**src/rtl/ex_operand_bypass.sv**
```systemverilog
// ID/EX, EX/MEM and MEM/WB pipeline registers with EX-stage operand forwarding
// and load-use stall bookkeeping (saturating stall count, sticky over-long-stall flag).
module ex_operand_bypass #(
    parameter int XLEN      = 32,
    parameter int STALL_MAX = 1
) (
    input  logic            clk,
    input  logic            rst,
    input  logic            stall,
    input  logic            fwd_ex_ex1,
    input  logic            fwd_ex_ex2,
    input  logic            fwd_mem_ex1,
    input  logic            fwd_mem_ex2,
    input  logic            id_valid,
    input  logic            id_wen,
    input  logic            id_is_load,
    input  logic [4:0]      id_rd,
    input  logic [XLEN-1:0] id_rs1_data,
    input  logic [XLEN-1:0] id_rs2_data,
    input  logic [XLEN-1:0] alu_result,
    input  logic [XLEN-1:0] mem_rdata,
    output logic [XLEN-1:0] ex_op1,
    output logic [XLEN-1:0] ex_op2,
    output logic            ex_valid,
    output logic            ex_wen,
    output logic            ex_is_load,
    output logic [4:0]      ex_rd,
    output logic            if_hold,
    output logic            wb_wen,
    output logic [4:0]      wb_rd,
    output logic [XLEN-1:0] wb_data,
    output logic [15:0]     stall_cnt,
    output logic            stall_err
);

    localparam logic [15:0] STALL_LIMIT = 16'(STALL_MAX);

    logic [XLEN-1:0] ex_rs1_data;
    logic [XLEN-1:0] ex_rs2_data;
    logic            ex_fwd_ex1;
    logic            ex_fwd_ex2;
    logic            ex_fwd_mem1;
    logic            ex_fwd_mem2;

    logic            mem_valid;
    logic            mem_wen;
    logic            mem_is_load;
    logic [4:0]      mem_rd;
    logic [XLEN-1:0] mem_alu;

    logic            wb_valid;
    logic            wb_wen_q;

    logic [15:0]     stall_run;

    // A stall replaces the ID instruction with a bubble; its forwarding flags are dropped.
    always_ff @(posedge clk) begin
        if (!rst || stall) begin
            ex_valid    <= 1'b0;
            ex_wen      <= 1'b0;
            ex_is_load  <= 1'b0;
            ex_rd       <= '0;
            ex_rs1_data <= '0;
            ex_rs2_data <= '0;
            ex_fwd_ex1  <= 1'b0;
            ex_fwd_ex2  <= 1'b0;
            ex_fwd_mem1 <= 1'b0;
            ex_fwd_mem2 <= 1'b0;
        end else begin
            ex_valid    <= id_valid;
            ex_wen      <= id_wen;
            ex_is_load  <= id_is_load;
            ex_rd       <= id_rd;
            ex_rs1_data <= id_rs1_data;
            ex_rs2_data <= id_rs2_data;
            ex_fwd_ex1  <= fwd_ex_ex1;
            ex_fwd_ex2  <= fwd_ex_ex2;
            ex_fwd_mem1 <= fwd_mem_ex1;
            ex_fwd_mem2 <= fwd_mem_ex2;
        end
    end

    always_ff @(posedge clk) begin
        if (!rst) begin
            mem_valid   <= 1'b0;
            mem_wen     <= 1'b0;
            mem_is_load <= 1'b0;
            mem_rd      <= '0;
            mem_alu     <= '0;
            wb_valid    <= 1'b0;
            wb_wen_q    <= 1'b0;
            wb_rd       <= '0;
            wb_data     <= '0;
        end else begin
            mem_valid   <= ex_valid;
            mem_wen     <= ex_wen;
            mem_is_load <= ex_is_load;
            mem_rd      <= ex_rd;
            mem_alu     <= alu_result;
            wb_valid    <= mem_valid;
            wb_wen_q    <= mem_wen;
            wb_rd       <= mem_rd;
            wb_data     <= mem_is_load ? mem_rdata : mem_alu;
        end
    end

    // Flags are trusted as-is: the hazard detector decides, even if the source slot is empty.
    always_comb begin
        ex_op1 = ex_fwd_ex1 ? mem_alu : (ex_fwd_mem1 ? wb_data : ex_rs1_data);
        ex_op2 = ex_fwd_ex2 ? mem_alu : (ex_fwd_mem2 ? wb_data : ex_rs2_data);
    end

    assign wb_wen  = wb_valid && wb_wen_q && (wb_rd != 5'd0);
    assign if_hold = stall;

    always_ff @(posedge clk) begin
        if (!rst) begin
            stall_cnt <= '0;
            stall_run <= '0;
            stall_err <= 1'b0;
        end else if (stall) begin
            if (stall_cnt != 16'hFFFF) begin
                stall_cnt <= stall_cnt + 16'd1;
            end
            if (stall_run != 16'hFFFF) begin
                stall_run <= stall_run + 16'd1;
            end
            if (stall_run >= STALL_LIMIT) begin
                stall_err <= 1'b1;
            end
        end else begin
            stall_run <= '0;
        end
    end

endmodule

```
**config.mk**
```make
export PLATFORM = sky130hd
export DESIGN_NAME = ex_operand_bypass
export DESIGN_NICKNAME = d
export VERILOG_FILES = /design/src/rtl/ex_operand_bypass.sv
export SDC_FILE = /design/constraint.sdc
export NUM_CORES = 1
export LEC_CHECK = 0
export ABC_AREA = 1
export CAP_MARGIN = 10
export CELL_PAD_IN_SITES_DETAIL_PLACEMENT = 1
export CELL_PAD_IN_SITES_GLOBAL_PLACEMENT = 1
export CORE_MARGIN = 1.5
export CORE_UTILIZATION = 34
export DETAILED_ROUTE_END_ITERATION = 10
export GPL_TIMING_DRIVEN = 0
export PLACE_DENSITY_LB_ADDON = 0.1
export SLEW_MARGIN = 5
export SYNTH_ARGS = -nofsm -noshare
export SYNTH_HDL_FRONTEND = slang
export SYNTH_SLANG_ARGS = --single-unit
```
**constraint.sdc**
```tcl
create_clock -name clk -period 2.8 [get_ports clk]
set_input_delay 0.84 -clock clk [delete_from_list [all_inputs] [get_ports clk]]
set_output_delay 0.84 -clock clk [all_outputs]
set_load 0.02 [all_outputs]
```
==> summary.md <==
| Metric | Value |
|---|---|
| CTS tree | `yes` |
| Outcome | `finished with violations` |
| CP max FO | `10` |
| DIE WIDTH | `154.2 um` |
| CTS Hold Buffers Added | `0` |
| Detail Placement HPWL | `roughly 21000 um` |
| Max-slew headroom | `53.36%` |
| Failing checks | `setup timing` |
| Placed Cells | `roughly 1600` |
| Max Slew Vio Count | `0` |
| Post-place setup slack | `-319.8 ps` |
| Clk root buf | `clkbuf_16` |
| CP Launch Type | `flop` |
| I/O pins | `271` |
| Non-Filler Instances | `approximately 1700` |
| Initial DRC count | `around 230` |
| Hold Crit Class | `reg -> reg` |
| CTS buffer count | `17` |
| RSZ-0062 raised after global routing | `true` |
| Area growth, synth to finish | `47.67%` |
| CP max-delay cell | `clkdlybuf4s50_1` |
| GRT Total Usage | `23.90%` |
| CP arrival | `2060 ps` |
| Pwr Density | `535.1 nW/um^2` |
| Core Rows | `55` |
| Fill cells | `between 2000 and 3000` |
| First-pass GRT wire length | `43390 um` |
| Clock skew | `11.57 ps` |
| #FFs+latches synth | `188` |
| Die area | `23780 um^2` |
| Synth Cell Area | `7772 um^2` |
| IO buf count | `270` |
| Clock sink count | `188` |
| Multi-input gate area | `just under 3000 um^2` |
| Number of enable flip-flop cells after synthesis | `0` |
| Main synth FF type | `dfxtp_1` |
| Post-CTS Setup Inserts | `0` |
| Max stage delay on crit path | `630 ps` |
| Max_cap viols | `0` |
| Fin crit period | `approximately 2900 ps` |
| CP Capture Type | `output port` |
| Cells after Synth | `1071` |
| Final period util | `103.5%` |
| Final hold vios | `0` |
| Via/cell ratio | `4.692` |
| Peak supply drop | `approximately 0.30 mV` |
| Core box area | `22500 um^2` |
| Drt pass-1 iters | `4` |
| Yosys warns | `0` |
| Share of flip-flops with an asynchronous set or reset | `0%` |
| Via count | `7780` |
| Syn nets | `1218` |
| Worst skew pair latency | `430 ps` |
| Lkg Pwr | `5.400 nW` |
| Kind of critical path | `reg -> out` |
| Synth unique cells | `32` |
| Syn avg cell area | `7.257 um^2` |
| Most frequent cells in the layout | `inv_1 (221), clkdlybuf4s50_1 (208), nand2_1 (206)` |
| Most common cell after layout, fill and taps aside | `inv_1` |
| Vias in the first global route | `~8000` |
| H-tree levels | `4` |
| Total grt overflow | `0` |
| Pin count of the biggest net entering global routing | `18` |
| Post-DRT Antenna Nets | `0` |
| Final setup viols | `3` |
| Die H | `approximately 150 um` |
| Max clock buf depth | `2` |
| Initial antenna violation count | `1` |
| Routed WL | `28250 um` |
| Worst setup margin | `-97.06 ps` |
| Gpl congestion | `0.8588` |
| # DRC | `0` |
| Layout cells sized above 1 | `6.195%` |
| Fin Setup TNS | `-243.5 ps` |
| CP Cell Sequence | `buf_2 -> clkbuf_4 -> o211ai_1 -> o21ai_0 -> clkdlybuf4s50_1` |
| Worst Tran Pin Value | `699.6 ps` |
| Required time worst endpoint | `1960 ps` |
| Register area | `3767 um^2` |
| Starting Density | `34.54%` |
| FMAX | `about 0.35 GHz` |
| Sequential share of the synthesized area | `48.42%` |
| Hold slack final | `415.0 ps` |
| WL/cell | `~17 um` |
| CTS clk-pin slew, worst paths | `70 ps` |
| Nets@finish | `1506` |
path summary, 6_finish.rpt:
| kind | slack (ps) | startpoint | cells past startpoint | end |
|---|---|---|---|---|
| max | -100 | ex_fwd_mem2 | 5 | ex_op2[10] |
| max reg2reg | 1030 | stall_run[0] | 8 | stall_run[14] |
| min reg2reg | 420 | mem_wen | 2 | wb_wen_q |
| min | 420 | mem_wen | 2 | wb_wen_q |
worst max-delay path: cells and delay by family (launching register included):
kind / cells / cell delay [ps]
buffers and inverters: 3 / 1120
flip-flops: 1 / 310
AO/OA/AOI/OAI: 2 / 200
registers in the layout (all words and copies together), names as in the netlist, 5 cells and up:
register / count
wb_data: 32
ex_rs2_data: 32
wb_rd: 5
mem_rd: 5
stall_cnt: 16
ex_rs1_data: 32
mem_alu: 32
ex_rd: 5
stall_run: 16
area by class of cell:
cell class	count	share of cell area, %
Multi-Input combinational cell	604	25.55
Sequential cell	188	32.82
Inverter	225	7.359
Timing Repair Buffer	270	23.36
Clock inverter	13	1.156
Buffer	53	2.758
Antenna cell	1	0.02180
Clock buffer	19	3.859
Tap cell	285	3.107
through the flow:
step / utilization (%) / cell area, um^2 / power [mW]
floorplan: - / 7772 / 3.287
detailed placement: 48.13 / 10830 / 3.851
finish: 51.00 / 11480 / 6.142
CTS: 50.79 / 11430 / 6.206
global route: 51.00 / 11480 / 6.383
global placement: 48.13 / 10830 / 3.839
per-layer routing:
metal	part of all wire, %	vias up	GRT usage, %
li1	-	3884	-
met1	43	3648	29.10
met4	2.0	0	8.229
met2	47	221	40.21
met5	0	-	0
met3	7.5	27	7.117
timing repair:
item | CTS | global route
endpoints found under the hold margin | 0 | 0
endpoints found under the setup margin | 65 | 23
gates resized for setup | 91 | 25
synthesized netlist by cell type (7+ instances only):
library cell | n | share of area [%]
nor2_1 | 116 | 5.6
dfxtp_1 | 188 | 48
nand4_1 | 7 | 0.56
buf_2 | 8 | 0.52
inv_1 | 221 | 11
nand3_1 | 23 | 1.5
a21oi_1 | 47 | 3.0
nand2_1 | 206 | 9.9
o211ai_1 | 65 | 6.3
o21ai_0 | 98 | 6.3
clkbuf_1 | 38 | 1.8
power breakdown:
group	switching (mW)	internal [mW]
Combinational	0.498	0.436
Sequential	0.0437	2.77
Clock	1.12	1.27
Total	1.66	4.48
cells by family after synthesis:
family / synth area share, %
AND/OR/NAND/NOR: 19.82
buffers and inverters: 13.84
AO/OA/AOI/OAI: 16.15
adder cells (fa/ha/maj): 0.6439
XOR/XNOR: 1.127
flip-flops: 48.42
Power figures use the tool's default switching activity.
